[config.mk]
export PLATFORM = sky130hd
export DESIGN_NAME = serial_adder
export DESIGN_NICKNAME = d
export VERILOG_FILES = /design/src/rtl/serial_adder.sv
export SDC_FILE = /design/constraint.sdc
export NUM_CORES = 1
export LEC_CHECK = 0
export CAP_MARGIN = 15
export CORE_AREA = 2 2 66 68
export DETAILED_ROUTE_END_ITERATION = 6
export DIE_AREA = 0 0 68 70
export GPL_TIMING_DRIVEN = 1
export PLACE_DENSITY = 0.74
export SYNTH_ARGS = -nofsm -noshare
export SYNTH_HDL_FRONTEND = slang
export SYNTH_SLANG_ARGS = --single-unit
[constraint.sdc]
create_clock -name clk -period 1.33 [get_ports clk]
set_clock_uncertainty 0.1 [all_clocks]
set_input_delay 0.1995 -clock clk [delete_from_list [all_inputs] [get_ports clk]]
set_output_delay 0.1995 -clock clk [all_outputs]
set_load 0.05 [all_outputs]
[src/rtl/serial_adder.sv]
// serial_adder: bit-serial WIDTH-bit adder. One full_adder cell processes one
// operand bit pair per cycle, LSB first, with the carry held in a register.
// {Cout,Sum} = A + B + Cin. Results appear WIDTH cycles after acceptance.
// Optional feature: define SERIAL_ADDER_OVF_EN to add the signed-overflow
// output Ovf.

// Single-bit full adder cell used as the serial datapath.
module full_adder (
    input  logic a,
    input  logic b,
    input  logic cin,
    output logic sum,
    output logic cout
);
    assign sum  = a ^ b ^ cin;
    assign cout = (a & b) | (cin & (a ^ b));
endmodule

module serial_adder #(
    parameter int WIDTH = 8
) (
    input  logic             clk,
    input  logic             rst,
    input  logic             start,
    input  logic [WIDTH-1:0] A,
    input  logic [WIDTH-1:0] B,
    input  logic             Cin,
    output logic             busy,
    output logic             done,
    output logic [WIDTH-1:0] Sum,
    output logic             Cout
`ifdef SERIAL_ADDER_OVF_EN
    ,
    output logic             Ovf
`endif
);
    localparam int CNT_W = $clog2(WIDTH);

    typedef enum logic [1:0] {
        IDLE  = 2'd0,
        SHIFT = 2'd1,
        DONE  = 2'd2
    } state_t;

    state_t             state_r;
    state_t             state_nxt_s;
    logic [WIDTH-1:0]   a_sh_r;
    logic [WIDTH-1:0]   b_sh_r;
    logic               carry_r;
    logic [CNT_W-1:0]   cnt_r;
    // Holds the sum bits gathered so far; the bit being produced this cycle
    // is concatenated on top so the final word never needs an extra shift.
    logic [WIDTH-2:0]   res_r;
    logic [WIDTH-1:0]   res_cat_s;
    logic               fa_sum_s;
    logic               fa_cout_s;
    logic               last_s;
    logic               load_s;
    logic               shift_s;
    logic               busy_nxt_s;
    logic               done_nxt_s;

    full_adder u_fa (
        .a    (a_sh_r[0]),
        .b    (b_sh_r[0]),
        .cin  (carry_r),
        .sum  (fa_sum_s),
        .cout (fa_cout_s)
    );

    assign res_cat_s = {fa_sum_s, res_r};
    assign last_s    = (cnt_r == CNT_W'(WIDTH - 1));

    // State register with asynchronous reset to IDLE.
    always_ff @(posedge clk or posedge rst) begin
        if (rst) begin
            state_r <= IDLE;
        end else begin
            state_r <= state_nxt_s;
        end
    end

    // Next-state logic: start is honoured only outside SHIFT.
    always_comb begin
        state_nxt_s = IDLE;
        case (state_r)
            IDLE: begin
                if (start) begin
                    state_nxt_s = SHIFT;
                end else begin
                    state_nxt_s = IDLE;
                end
            end
            SHIFT: begin
                if (last_s) begin
                    state_nxt_s = DONE;
                end else begin
                    state_nxt_s = SHIFT;
                end
            end
            DONE: begin
                if (start) begin
                    state_nxt_s = SHIFT;
                end else begin
                    state_nxt_s = IDLE;
                end
            end
            default: begin
                state_nxt_s = IDLE;
            end
        endcase
    end

    // Control decode: load/shift strobes and next values of the registered flags.
    always_comb begin
        load_s     = 1'b0;
        shift_s    = 1'b0;
        done_nxt_s = 1'b0;
        case (state_r)
            IDLE, DONE: begin
                load_s = start;
            end
            SHIFT: begin
                shift_s    = 1'b1;
                done_nxt_s = last_s;
            end
            default: begin
                load_s = 1'b0;
            end
        endcase
        if (state_nxt_s == SHIFT) begin
            busy_nxt_s = 1'b1;
        end else begin
            busy_nxt_s = 1'b0;
        end
    end

    // Datapath and registered outputs; Sum/Cout only move on the completion edge.
    always_ff @(posedge clk or posedge rst) begin
        if (rst) begin
            a_sh_r  <= {WIDTH{1'b0}};
            b_sh_r  <= {WIDTH{1'b0}};
            carry_r <= 1'b0;
            cnt_r   <= {CNT_W{1'b0}};
            res_r   <= {(WIDTH-1){1'b0}};
            busy    <= 1'b0;
            done    <= 1'b0;
            Sum     <= {WIDTH{1'b0}};
            Cout    <= 1'b0;
`ifdef SERIAL_ADDER_OVF_EN
            Ovf     <= 1'b0;
`endif
        end else begin
            busy <= busy_nxt_s;
            done <= done_nxt_s;
            if (load_s) begin
                a_sh_r  <= A;
                b_sh_r  <= B;
                carry_r <= Cin;
                cnt_r   <= {CNT_W{1'b0}};
            end else if (shift_s) begin
                a_sh_r  <= {1'b0, a_sh_r[WIDTH-1:1]};
                b_sh_r  <= {1'b0, b_sh_r[WIDTH-1:1]};
                carry_r <= fa_cout_s;
                cnt_r   <= cnt_r + CNT_W'(1);
                res_r   <= res_cat_s[WIDTH-1:1];
                if (last_s) begin
                    Sum  <= res_cat_s;
                    Cout <= fa_cout_s;
`ifdef SERIAL_ADDER_OVF_EN
                    // Carry into the MSB is still in carry_r on the last bit.
                    Ovf  <= carry_r ^ fa_cout_s;
`endif
                end else begin
                    Sum  <= Sum;
                    Cout <= Cout;
                end
            end else begin
                a_sh_r  <= a_sh_r;
                b_sh_r  <= b_sh_r;
            end
        end
    end
endmodule

==> impl_metrics.yaml <==
cts:
  numCtsBuffers: 5
  clock-sinks: 40
  h-tree-depth: 2
  clk_pin_slew_ns: 0.08
  root_buffer: "clkbuf_8"
  clockBufferDepth: 2
  clkLatencyLatePin_ns: 0.30
  cts_tree: "built"
pwr:
  p_leak_nw: 1.17
  p_per_area_nw_per_um2: 2600
  p_total_mw: 6.64
  ir_worst_vdd_v: 0.00109
global_route:
  grt_use_total: 0.174
  grt_pass1_wl_mm: 6.24
  grt_antenna_before_repair: 0
  overflow: 0
  first_global_vias: 1361
  grt_start_max_net_pins: 41
critical_path:
  ff2ff_setup_slack_ns: -0.08
  worstPathRequired_ns: 1.42
  crit_type: "register to register"
  r2r-start: "cnt_r[0]$_DFFE_PP0P_"
  start_kind: "register"
  arrival_ns: 1.50
  endpoint_kind: "register"
  cp-startpoint: "cnt_r[0]$_DFFE_PP0P_"
  path_max_fanout: 7
final_layout:
  layout-drive-gt1-share: 0.328
  num_antenna_cells: 0
  fin_nets: 223
  finalCoreUtilization: 0.617
  fin_cells: 253
  syn_to_final_growth_pct: 40.7
logic_synthesis:
  yosys_warnings: 0
  synth_fa_ha_area_frac: 0.0248
  synth-simple-area-share: 0.0998
  syn_nets: 177
  yosys-top-cells-count: "40 x dfrtp_1, 21 x nand2_1, 12 x inv_1"
  synth-xor-area-share: 0
  async_flop_share: 1.00
  synth_area_leaders: "dfrtp_1 55%, mux2_4 7.4%, a21oi_2 4.8%"
  yosys.area.top_type_share: 0.551
  ys_ff_latch: 40
  synth_top_flop_cell: "dfrtp_1"
  syn-mean-instance-area_sq_um: 11.8
  synth_edf_count: 0
  synth_cell_types: 26
  synth_compound_area_frac: 0.140
  synth_largest_area_cell: "dfrtp_1"
  synth.most_common_cell: "dfrtp_1"
  synthCells: 154
  synthMuxAreaShare: 0.119
  synth_top_family_by_area: "compound AO/OA/AOI/OAI gates"
  yosysSeqAreaShare: 0.551
  synth_area_sq_um: 1820
drt:
  wl_per_cell_um: 14.5
  drt_iter0_drc: 60
  drtAntennaViolNets: 0
  via_per_inst: 5.09
  first_pass_iters: 4
  drt_wl_total_mm: 3.67
  num_vias: 1287
  route.detailed.drc: 0
place:
  dp_cells: 243
  globalplace.congestion: 0.723
  dpl.hpwl_mm: 2.65
  io_buffers: 30
floorplan:
  die_h_um: 70
  pin_count: 31
  die_w_um: 68
  dieArea_sq_um: 4760
  start_util: 0.439
  std_cell_rows: 24
  core_sq_um: 4140
sta:
  fmax_mhz: 709
  hold_violations: 0
  period_share: 1.06
  maxSlewHeadroom: 0.856
  tightest_slew_ns: 0.216
  maxSlewViolCount: 0
  fin_crit_ns: 1.41
  fin_ws_ns: -0.0806
  finalSetupViolations: 15
  tns_ns: -0.592
  rsz0062_at_grt: "true"
status:
  violations: "setup timing"
  status: "finished with violations"
flow_run:
  max_cap_viol_count: 0
hold_path:
  hold_class: "input pin to async pin"
[cells in the final DEF (no fill, tap or decap), types with 2 or more instances in the layout]
cell type        synthesis  layout
dfrtp_1                 40      40
nand2_1                 21      21
clkdlybuf4s50_1          0      19
buf_4                    1      16
buf_12                   0      13
inv_1                   12      12
a21oi_2                 10      10
mux2_4                   9      10
o22ai_1                 10       8
mux2i_1                  7       7
clkbuf_8                 0       6
o21ai_0                  5       5
nor2b_1                  5       5
a211oi_1                 5       5
a21oi_1                  5       5
nand3_1                  3       3
o22ai_2                  0       2
a22o_1                   2       2
ha_4                     0       2
[report_power, final]
part           internal [mW]  switching, mW
sequential              1.78          0.482
combinational           1.72           1.61
clock                  0.613          0.434
total                   4.12           2.53
[kinds of logic after synthesis]
kind of cell | count (synthesis)
flops | 40
simple gates | 35
fa+ha+maj | 3
compound gates | 37
buf+inv | 22
mux | 17
[area by class of cell]
cell class                 instances  area, sq um
timing repair buffer              48          571
inverter                          13         56.3
clock inverter                     2         38.8
fill                             317         1590
clock buffer                       6         82.6
tap                               52         65.1
multi-input combinational         92          744
sequential                        40         1000
[routing by layer]
layer  share of wire  wire, um  vias to the layer above  GRT usage
li1                -         -                      618          -
met1            0.43      1570                      627      0.213
met2            0.51      1880                       34      0.288
met3           0.040       146                        8     0.0435
met4           0.021        77                        0     0.0689
met5               0         0                        -          0
[final timing paths]
path	depth (start not counted)	endpoint
max	5	Sum[3]$_DFFE_PP0P_
min	3	a_sh_r[1]$_DFFE_PP0P_
max reg2reg	5	Sum[3]$_DFFE_PP0P_
min reg2reg	2	res_r[0]$_DFFE_PP0P_
max in group asynchronous	3	a_sh_r[7]$_DFFE_PP0P_
min in group clk	2	res_r[0]$_DFFE_PP0P_
[repair_timing]
action	in CTS	in global routing
setup endpoints to repair	15	20
setup buffers	1	3
endpoints found under the hold margin	0	0
pin swaps	1	2
hold buffers	0	0
gates resized for setup	2	4
[flip-flops by register name, indices dropped and copies added (netlist names), 2 cells and up]
| name | cells |
|---|---|
| Sum | 8 |
| a_sh_r | 8 |
| b_sh_r | 8 |
| res_r | 7 |
| cnt_r | 3 |
| state_r | 2 |
[worst max-delay path, cell delays in order (launching register included)]
cell,delay (ns)
dfrtp_1,0.42
ha_4,0.18
ha_4,0.17
nand2_8,0.09
inv_8,0.05
mux2_4,0.29
[per-stage QoR]
step | setup slack, ns | hold WS (ns) | instance area, sq um
2_1_floorplan | -0.0620 | 0.280 | 1840
3_3_place_gp | -0.0860 | 0.362 | 2390
3_5_place_dp | -0.133 | 0.369 | 2390
4_1_cts | -0.0835 | 0.147 | 2530
5_1_grt | -0.120 | 0.181 | 2560
6_report | -0.0806 | 0.146 | 2560
No activity file was read; power rests on OpenSTA's default activity.
